[src/rtl/spike_event_encoder.sv]
// rtl/spike_event_encoder.sv - threshold spike detector with refractory/hysteresis and timestamped event FIFO
//
// Compares the signed fixed-point membrane potential against a threshold and,
// on a detect, queues {timestamp, v_in} in a show-ahead FIFO drained by a
// valid/ready handshake. A refractory timer followed by a hysteresis re-arm
// level stops one excursion above threshold from producing a burst of events.
//
// Ports:
//   clk, rst            clock, asynchronous active-high reset
//   en                  detection/timestamp enable (FSM, rcnt and ts hold when low)
//   v_in                signed membrane potential sample
//   thresh              signed spike threshold (detect when v_in >= thresh)
//   rearm_level         signed re-arm level (re-arm when v_in < rearm_level)
//   clr_count           synchronous clear of spike_count and overflow
//   evt_valid/evt_ready head-of-queue handshake
//   evt_ts, evt_v       registered head entry, zero when the queue is empty
//   spike_count         saturating count of detects
//   overflow            sticky, set when a detect found the queue full without a pop
module spike_event_encoder #(
    parameter int int_width     = 3,
    parameter int frc_width     = 12,
    parameter int TS_WIDTH      = 16,
    parameter int FIFO_DEPTH    = 8,
    parameter int REFRAC_CYCLES = 4
) (
    input  logic                                clk,
    input  logic                                rst,
    input  logic                                en,
    input  logic signed [int_width+frc_width:0] v_in,
    input  logic signed [int_width+frc_width:0] thresh,
    input  logic signed [int_width+frc_width:0] rearm_level,
    input  logic                                clr_count,
    output logic                                evt_valid,
    input  logic                                evt_ready,
    output logic [TS_WIDTH-1:0]                 evt_ts,
    output logic signed [int_width+frc_width:0] evt_v,
    output logic [15:0]                         spike_count,
    output logic                                overflow
);
    localparam int w  = 1 + int_width + frc_width;
    localparam int AW = $clog2(FIFO_DEPTH);
    localparam int RW = (REFRAC_CYCLES > 1) ? $clog2(REFRAC_CYCLES + 1) : 1;
    localparam int EW = TS_WIDTH + w;

    typedef enum logic [1:0] {ARMED, REFRAC, REARM} state_t;

    state_t          state, state_nxt;
    logic [RW-1:0]   rcnt, rcnt_nxt;
    logic [TS_WIDTH-1:0] ts;
    logic            detect;

    logic [EW-1:0]   mem [FIFO_DEPTH];
    logic [AW-1:0]   wr_ptr, rd_ptr, rd_ptr_inc;
    logic [AW:0]     occ, occ_nxt;
    logic [EW-1:0]   head_nxt, push_data;
    logic            full, pop, push_ok, drop;

    always_comb begin
        state_nxt = state;
        rcnt_nxt  = rcnt;
        detect    = 1'b0;
        case (state)
            ARMED: begin
                if (en && (v_in >= thresh)) begin
                    detect = 1'b1;
                    if (REFRAC_CYCLES == 0) begin
                        state_nxt = REARM;
                    end else begin
                        state_nxt = REFRAC;
                        rcnt_nxt  = RW'(REFRAC_CYCLES);
                    end
                end
            end
            REFRAC: begin
                // The decrement that takes rcnt to zero also leaves the state.
                if (en) begin
                    if (rcnt <= RW'(1)) begin
                        state_nxt = REARM;
                        rcnt_nxt  = '0;
                    end else begin
                        rcnt_nxt = rcnt - RW'(1);
                    end
                end
            end
            REARM: begin
                if (en && (v_in < rearm_level)) begin
                    state_nxt = ARMED;
                end
            end
            default: state_nxt = ARMED;
        endcase
    end

    always_ff @(posedge clk or posedge rst) begin
        if (rst) begin
            state <= ARMED;
            rcnt  <= '0;
            ts    <= '0;
        end else begin
            state <= state_nxt;
            rcnt  <= rcnt_nxt;
            if (en) begin
                ts <= ts + TS_WIDTH'(1);
            end
        end
    end

    // A pop frees the slot the push lands in, so a full queue still accepts.
    assign full       = (occ == (AW+1)'(FIFO_DEPTH));
    assign pop        = evt_valid && evt_ready;
    assign push_ok    = detect && (!full || pop);
    assign drop       = detect && full && !pop;
    assign push_data  = {ts, v_in};
    assign rd_ptr_inc = rd_ptr + AW'(1);

    always_comb begin
        occ_nxt = occ;
        case ({push_ok, pop})
            2'b10:   occ_nxt = occ + (AW+1)'(1);
            2'b01:   occ_nxt = occ - (AW+1)'(1);
            default: occ_nxt = occ;
        endcase
    end

    // Head registers only change on a pop or on a push into an empty queue.
    always_comb begin
        head_nxt = {evt_ts, evt_v};
        if (pop) begin
            if (occ == (AW+1)'(1)) begin
                head_nxt = push_ok ? push_data : '0;
            end else begin
                head_nxt = mem[rd_ptr_inc];
            end
        end else if ((occ == '0) && push_ok) begin
            head_nxt = push_data;
        end
    end

    always_ff @(posedge clk) begin
        if (push_ok) begin
            mem[wr_ptr] <= push_data;
        end
    end

    always_ff @(posedge clk or posedge rst) begin
        if (rst) begin
            wr_ptr    <= '0;
            rd_ptr    <= '0;
            occ       <= '0;
            evt_valid <= 1'b0;
            evt_ts    <= '0;
            evt_v     <= '0;
        end else begin
            if (push_ok) begin
                wr_ptr <= wr_ptr + AW'(1);
            end
            if (pop) begin
                rd_ptr <= rd_ptr_inc;
            end
            occ       <= occ_nxt;
            evt_valid <= (occ_nxt != '0);
            {evt_ts, evt_v} <= head_nxt;
        end
    end

    always_ff @(posedge clk or posedge rst) begin
        if (rst) begin
            spike_count <= '0;
            overflow    <= 1'b0;
        end else if (clr_count) begin
            spike_count <= detect ? 16'd1 : 16'd0;
            overflow    <= drop;
        end else begin
            if (detect && (spike_count != 16'hFFFF)) begin
                spike_count <= spike_count + 16'd1;
            end
            if (drop) begin
                overflow <= 1'b1;
            end
        end
    end
endmodule

[config.mk]
export PLATFORM = sky130hd
export DESIGN_NAME = spike_event_encoder
export DESIGN_NICKNAME = d
export VERILOG_FILES = /design/src/rtl/spike_event_encoder.sv
export SDC_FILE = /design/constraint.sdc
export NUM_CORES = 1
export LEC_CHECK = 0
export BUFFER_PORTS_ARGS = -buffer_cell sky130_fd_sc_hd__buf_2
export CORE_ASPECT_RATIO = 0.6
export CORE_MARGIN = 1
export CORE_UTILIZATION = 60
export DETAILED_ROUTE_END_ITERATION = 7
export PLACE_DENSITY = 0.86
export SLEW_MARGIN = 25
export SYNTH_ARGS = -nofsm -noshare
export SYNTH_HDL_FRONTEND = slang
export SYNTH_SLANG_ARGS = --single-unit
[constraint.sdc]
create_clock -name clk -period 9.9 [get_ports clk]
set_clock_uncertainty 0.15 [all_clocks]
set_input_delay 0 -clock clk [delete_from_list [all_inputs] [get_ports clk]]
set_output_delay 0 -clock clk [all_outputs]
set_load 0.02 [all_outputs]
After elaboration in Yosys (flattened, before gate mapping)
Memory sizes are Yosys's and may differ from the RTL's.
Cells that the tools add are included.
- bits in writable memories: 256
- logic and storage cells: 76
- memories kept: 1
- register bits: 81
- input bits: 53
- output and inout bits: 50
- magnitude comparators: 3
- add/sub/neg operators: 7
- reductions and logical operators: 20
- equality and inequality tests: 11
- mux-type cells: 23
- memory list (memory ; words ; bits a word ; rd ports ; clocked after memory_dff ; wr ports ; line ; RTL):
    mem ; 8 ; 32 ; 1 ; 0 ; 1 ; 52 ; logic [EW-1:0] mem [FIFO_DEPTH];
- operators by type and width (cell ; number):
    32-bit two-way mux ; 4
    16-bit by 1-bit adder with 16-bit output, second input constant ; 2
    16-bit two-way mux ; 2
    16-bit greater-or-equal comparator ; 1
    16-bit less-than comparator ; 1
    16-bit inequality test, second input constant ; 1
    3-bit two-way mux ; 3
    1-bit logical AND ; 8
    2-bit two-way mux ; 4
    2-bit inequality test, second input constant ; 4
    4-bit case mux with 2 select lines ; 1
    2-bit nonzero test ; 4
    1-bit two-way mux ; 7
    3-bit by 1-bit adder with 3-bit output, second input constant ; 2
    2-bit case mux with 3 select lines ; 1
    3-bit case mux with 2 select lines ; 1
    4-bit by 1-bit adder with 4-bit output, second input constant ; 1
    2-bit by 1-bit equality test with 1-bit output, second input constant ; 2
    2-bit equality test, second input constant ; 2
    4-bit by 1-bit equality test with 1-bit output, second input constant ; 1
    4-bit equality test, second input constant ; 1
    4-bit zero test ; 1
    4-bit AND reduction ; 1
    4-bit nonzero test ; 1
    7 further kinds ; 8

Logic depth before layout (Yosys ltp)
Gate-level depths: netlist (run 1).
- word-level depth: 8
- gate-level depth with buffers: 13
- depth with buffers taken out: 10

Least setup slack after synthesis (run 1)
OpenSTA, ideal clock, no wires.
- kind: input-to-reg
- start point: input thresh[15]
- end point: memory mem[0][0] (netlist bit), enable pin
- required time: 9.289 ns
- data arrival time: 4.171 ns
- library setup time: 0.461 ns
- stages on the path: 9
- setup slack: 5.118 ns
- path buffers: 0
- cells stage by stage: inv_1 -> ha_1 -> nand4_1 -> or4_4 -> a21oi_1 -> or3_4 -> mux2i_4 -> or2b_1 -> nor3_1
- longest elaborated chain between the ends: 7
- ends and longest elaborated chain (element ; line ; RTL):
    from (decl) ; 30 ; input logic signed [int_width+frc_width:0] thresh,
    16-bit greater-or-equal comparator ; 64 ; if (en && (v_in >= thresh)) begin
    1-bit logical AND ; 64 ;
    1-bit two-way mux ; 64 ;
    1-bit two-way mux ; 62 ; case (state)
    1-bit logical AND ; 111 ; assign push_ok = detect && (!full || pop);
    1-bit two-way mux ; 140 ; if (push_ok) begin
    1-bit two-way mux (implied by the code) ; 141 ; mem[wr_ptr] <= push_data;
    to (decl) ; 52 ;
Every way passes these cells.

Worst setup path after layout (run 1)
- start point: input v_in[11]
- end point: memory mem[7][0] (netlist bit), enable pin
- longest elaborated chain between the ends: 7
- ends and longest elaborated chain (element ; line ; RTL):
    from (decl) ; 29 ; input logic signed [int_width+frc_width:0] v_in,
    16-bit greater-or-equal comparator ; 64 ;
    1-bit logical AND ; 64 ;
    1-bit two-way mux ; 64 ;
    1-bit two-way mux ; 62 ;
    1-bit logical AND ; 111 ;
    1-bit two-way mux ; 140 ;
    1-bit two-way mux (implied by the code) ; 141 ;
Every way passes these cells.

==> results of run 1 <==
-- registers in the layout, indices dropped and copies added (netlist names) --
signal and count:
rd_ptr 3, occ 4, spike_count 16, mem 256, wr_ptr 3, overflow 1
evt_valid 1, state 2, evt_v 16, rcnt 3, ts 16, evt_ts 16
-- metrics by stage --
step	total power [mW]	setup slack, ns	utilization (%)	hold WS [ns]
floorplan	3.01	5.12	-	-0.0511
global placement	3.38	6.19	65.7	-0.171
detailed placement	3.45	6.09	65.7	-0.162
CTS	4.72	6.10	71.3	0.0766
global route	4.93	6.01	71.5	0.142
finish	4.70	6.16	71.5	0.0931
-- per-layer routing --
metal | GRT usage [%] | up-vias | share of wire, %
met2 | 43.4 | 426 | 48
met1 | 38.5 | 4335 | 42
met5 | 0 | - | 0
met4 | 6.25 | 0 | 1.8
li1 | - | 3834 | -
met3 | 4.94 | 56 | 8.7
-- how the worst min path moves through the flow --
stage	start	to	slack [ns]	depth (start not counted)
2_1_floorplan	v_in[0]	mem[0][0]	-0.05	0
6_report	thresh[15]	state[0]	0.09	6
3_5_place_dp	rst	evt_v[13]	-0.16	2
4_1_cts	thresh[15]	state[0]	0.08	6
5_1_grt	thresh[15]	state[0]	0.14	6
3_3_place_gp	rst	spike_count[7]	-0.17	2
-- cell usage in the layout, fill, tap and decap left out, drive strengths merged, types with 3 or more instances in the layout --
cell	Yosys	routed
mux4	64	64
mux2	4	4
xor2	6	6
a21o	9	9
nor3	5	5
nand2b	6	6
a31oi	3	3
nor4	10	10
nand4	12	12
inv	44	44
edfxtp	256	256
mux2i	4	4
nor2b	5	5
o21a	5	5
dfrtp	81	81
nand2	99	99
o21ai	9	9
dlygate4sd3	0	23
o211ai	3	3
a21oi	106	106
clkinvlp	0	3
or4	3	3
xnor2	29	29
nor2	63	63
nand3	12	12
clkbuf	26	40
and3	7	7
ha	40	40
clkinv	0	8
bufinv	0	5
buf	15	118
-- logic make-up after synthesis --
logic type      after synthesis  synth area share (%)
compound gates              147                  6.56
xor+xnor                     35                  2.12
fa+ha+maj                    40                  3.46
buf+inv                      85                  2.63
flops                       337                  67.2
mux                          72                  10.6
simple gates                233                  7.43
-- cells in the mapped netlist, types with 4 or more instances --
cell type  count
a21o_1         9
a21oi_1       78
a21oi_2       28
and3_1         7
buf_1          6
buf_6          8
clkbuf_1      26
dfrtp_1       81
edfxtp_1     256
ha_1          40
inv_1         44
mux2_2         4
mux4_2        64
nand2_1       99
nand2b_1       6
nand3_1       12
nand4_1       12
nor2_1        60
nor2b_1        5
nor3_1         5
nor4_1         8
o21a_1         5
o21ai_0        7
xnor2_1       29
xor2_1         6
-- report_power, final --
group / switching (mW) / internal (mW) / total (mW)
clock network: 0.518 / 0.736 / 1.25
logic: 0.887 / 0.635 / 1.52
registers: 0.184 / 1.74 / 1.93
-- worst max-delay path, delay by kind of cell --
family / cells / cell delay (ns)
fa+ha+maj: 1 / 0.36
compound gates: 1 / 0.18
buf+inv: 3 / 1.22
mux: 1 / 0.36
simple gates: 5 / 1.66
-- repair_timing --
item	in CTS	in global routing
endpoints found under the hold margin	261	0
hold buffers	23	0
buffers inserted	0	0
-- area by class of cell --
class / count / area (µm²) / area share (%)
flip-flops and latches: 337 / 9720 / 58.2
multi-input cells: 527 / 4450 / 26.7
repair buffers: 141 / 886 / 5.31
clock buffers: 40 / 850 / 5.09
well taps: 315 / 394 / 2.36
clock inverters: 16 / 221 / 1.33
inverters: 44 / 166 / 0.997
==> flow_metrics.tcl, run 1 <==
set metrics [dict create \
    nNetsFinal 1174 \
    drc 0 \
    power_density_nw_per_um2 282 \
    slowest_stage "dlygate4sd3_1" \
    clkSlewWorstSetupHoldPaths_ns 0.06 \
    cp.arrival_ns 3.80 \
    drive_gt1_share_pct 26.2 \
    ant_nets 0 \
    synth_seq_cells 337 \
    p_leak_nw 6.29 \
    fp.dieW_um 202 \
    worst_r2r_endpoint "evt_ts[5]" \
    cpPeakStageDelay_ns 0.55 \
    synth_cell_types 56 \
    drv_cap 0 \
    port_buffers 102 \
    hpwl_mm 18.0 \
    worstSkewPairLatency_ns 0.55 \
    rrSetupSlack_ns 6.62 \
    wirelength_mm 32.0 \
    grt_overflow_total 0 \
    ir_drop_uv 209 \
    synth_edf_count 256 \
    finalHoldViolCount 0 \
    maxSlewViolCount 0 \
    avgSynthCellArea_um2 15.2 \
    core_um2 23300 \
    initial_utilization_pct 61.9 \
    root_buffer "clkbuf_16" \
    cp.required_ns 9.96 \
    io_pins 103 \
    cts_sinks 337 \
    worstMarginPinSlew_ns 1.03 \
    fin_cells 1420 \
    status "complete, no violations" \
    place.gp.congestion 0.827 \
    synth_area_leader_cell "edfxtp_1" \
    dieArea_um2 24800 \
    synth_top_area_share_pct 53.1 \
    worstSetupEndpoint "mem[7][0]" \
    hold_path.class "in -> reg" \
    rows 43 \
    grt_max_degree 66 \
    fin_area_um2 16700 \
    async_flop_share_pct 24.0 \
    antenna_found_initial 0 \
    synthTopCellsByArea "edfxtp_1, dfrtp_1, mux4_2" \
    cts_buffers 30 \
    num_vias 8651 \
    htree_levels 1 \
    nFillCells 1430 \
    synth_area_um2 14500 \
    reg2reg_depth 7 \
    path_cells "dlygate4sd3_1, buf_2, ha_1, nand4_1, or4_4, a21oi_1, or3_4, mux2i_4, nand2_1, nor2_4, buf_4" \
    num_antenna_cells 0 \
    cts_tree "done" \
    vias_per_cell 6.09 \
    period_minus_slack_ns 3.74 \
    relSlewSlack_pct 31.3 \
    grt_pass1_wl_mm 50.1 \
    yosysWarnings 0 \
    post_drt_wl_per_cell_um 22.5 \
    area_growth_pct 15.3 \
    ys.flop_type "edfxtp_1" \
    dieHeight_um 122 \
    drt_iter0_drc 924 \
    placed_area_um2 15300 \
    first_pass_iters 5 \
    end_kind "register" \
    setup_viol 0 \
    clock.fmax_ghz 0.268 \
    dpl.cell_count 1339 \
    synth_cells 949 \
    tns_ns 0 \
    grtUsageTotal_pct 26.8 \
    cts_resized 0 \
    r2r_start "rd_ptr[0]" \
    grt_pass1_vias 8983 \
    clock_path_buffers 3 \
    syn-num-nets 1042 \
    worstSetupStartpoint "v_in[11]" \
    path_max_fanout 19 \
    yosysSeqAreaShare_pct 67.2 \
    rsz0062_at_grt "no" \
    final.period_utilization_pct 37.7 \
    startpoint_type "input pin" \
    critPathKind "in -> reg" \
]
(Power assumes the default switching activity.)
==> inputs of run 2 (changes only) <==
CORE_UTILIZATION = 54   (was 60)
PLACE_DENSITY = 0.82   (was 0.86)
clock period = 3.4 ns   (was 9.9 ns; I/O delays follow)
==> run 2 against run 1 <==
Against the previous run: cell area up 1.4%; cell count up 3.9%; non-clock buffer count up 20; clock power rose to 2.7 times the previous value; sequential share of layout area down 0.80 points; worst setup slack worse by 6.0 ns; combinational power rose to 3.1 times the previous value; utilization down 5.9 points; largest power group unchanged.
==> flow_metrics.tcl, run 2 (synthesis gave the netlist of run 1 again) <==
set metrics [dict create \
    status "complete, no violations" \
    final_common_cell "edfxtp_1" \
    hold_path.class "in -> reg" \
    placed_area_um2 15700 \
    clock_path_buffers 3 \
    grt_pass1_vias 8630 \
    mostFrequentLayoutCells "edfxtp_1, buf_2, nand2_1" \
    nNetsFinal 1193 \
    cts_tree "done" \
    core_um2 25800 \
    hpwl_mm 20.1 \
    postCtsSetupBuffers 0 \
    root_buffer "clkbuf_16" \
    top_usage_layer "met2" \
    grtUsageMet2_pct 37.5 \
    fin_area_um2 16900 \
    maxSlewViolCount 0 \
    htree_levels 1 \
    cts_sinks 337 \
    final.period_utilization_pct 96.2 \
    vias_per_cell 5.85 \
    ant_nets 0 \
    tns_ns 0 \
    slowest_stage "or4_4" \
    nFillCells 1742 \
    worstSetupStartpoint "v_in[11]" \
    grt_max_degree 66 \
    path_cells "dlygate4sd3_1, buf_2, ha_1, nand4_1, or4_4, a21oi_1, or3_4, mux2i_4, or2b_4, nor3_4, buf_12" \
    worstSkewPairLatency_ns 0.56 \
    first_pass_iters 5 \
    io_pins 103 \
    num_vias 8627 \
    cts_buffers 29 \
    drc 0 \
    antenna_found_initial 0 \
    period_minus_slack_ns 3.27 \
    clkSlewWorstSetupHoldPaths_ns 0.07 \
    worstHoldStart "thresh[15]" \
    path_max_fanout 28 \
    r2r_start "occ[0]" \
    largest_reg_flops 256 \
    grt_overflow_total 0 \
    area_growth_pct 16.9 \
    dieHeight_um 129 \
    critPathKind "in -> reg" \
    fp.dieW_um 213 \
    end_kind "register" \
    rows 45 \
    p_total_mw 13.6 \
    use_met3_pct 5.00 \
    setup_viol 0 \
    cp.required_ns 3.51 \
    p_leak_nw 6.39 \
    grtUsageTotal_pct 24.6 \
    power_density_nw_per_um2 801 \
    relSlewSlack_pct 48.5 \
    wirelength_mm 32.2 \
    reg2reg_depth 8 \
    gr-usage-met1_pct 37.0 \
    dieArea_um2 27500 \
    clock.fmax_ghz 0.306 \
    post_drt_wl_per_cell_um 21.9 \
    finalHoldViolCount 0 \
    rsz0062_at_grt "no" \
    place.gp.congestion 0.843 \
    drive_gt1_share_pct 27.5 \
    startpoint_type "input pin" \
    ir_drop_uv 625 \
    drt_iter0_drc 880 \
    regMostFlops "mem" \
    drv_cap 0 \
    cpPeakStageDelay_ns 0.55 \
    whs_path_depth 6 \
    port_buffers 102 \
    grt_pass1_wl_mm 50.1 \
    cp.arrival_ns 3.38 \
    worstMarginPinSlew_ns 0.771 \
    initial_utilization_pct 56.1 \
    num_antenna_cells 0 \
]
-- run 2: final cells by class --
type | count | area, µm² | share of cell area (%)
flip-flops and latches | 337 | 9720 | 57.5
multi-input cells | 527 | 4460 | 26.4
repair buffers | 161 | 1150 | 6.81
clock buffers | 45 | 900 | 5.32
well taps | 352 | 440 | 2.60
inverters | 44 | 166 | 0.984
clock inverters | 9 | 76.3 | 0.451
-- run 2: repair_timing --
item,4_1_cts,5_1_grt
hold endpoints to repair,260,0
hold buffers,23,0
setup endpoints to repair,0,30
gates resized for setup,0,2
-- run 2: critical path, delay by kind of cell --
kind | cells | cell delay [ns]
buffers and inverters | 3 | 1.00
muxes | 1 | 0.31
adders and majority gates | 1 | 0.37
AOI/OAI and AO/OA | 1 | 0.22
and+or+nand+nor | 5 | 1.46
-- run 2: stage by stage --
stage | hold WS [ns] | utilization (%) | setup slack [ns] | std cells
after floorplan | -0.0511 | - | -0.518 | 949
after global placement | -0.163 | 60.9 | 0.254 | 1398
after detailed placement | -0.158 | 60.9 | 0.0781 | 1398
after CTS | 0.0609 | 65.6 | 0.111 | 1475
after global routing | 0.142 | 65.6 | 0.00833 | 1475
final | 0.100 | 65.6 | 0.130 | 1475
-- run 2: metal layers --
metal  up-vias  wire [µm]
li1       3867          -
met1      4312      14200
met2       408      14700
met3        40       2850
met4         0        518
met5         -          0
-- run 2: final timing paths --
path | endpoint | slack, ns
setup / recovery | mem[0][0] | 0.13
hold / removal | state[0] | 0.10
setup reg to reg | mem[0][0] | 0.76
hold reg to reg | state[0] | 0.33
max in group asynchronous | rd_ptr[0] | 1.92
min in group asynchronous | ts[4] | 0.37
-- run 2: where the power goes --
part,leakage [nW],internal [mW],switching (mW)
Sequential,3.37,5.07,0.431
Combinational,2.53,1.96,2.74
Clock,0.487,1.90,1.44
Total,6.39,8.94,4.61
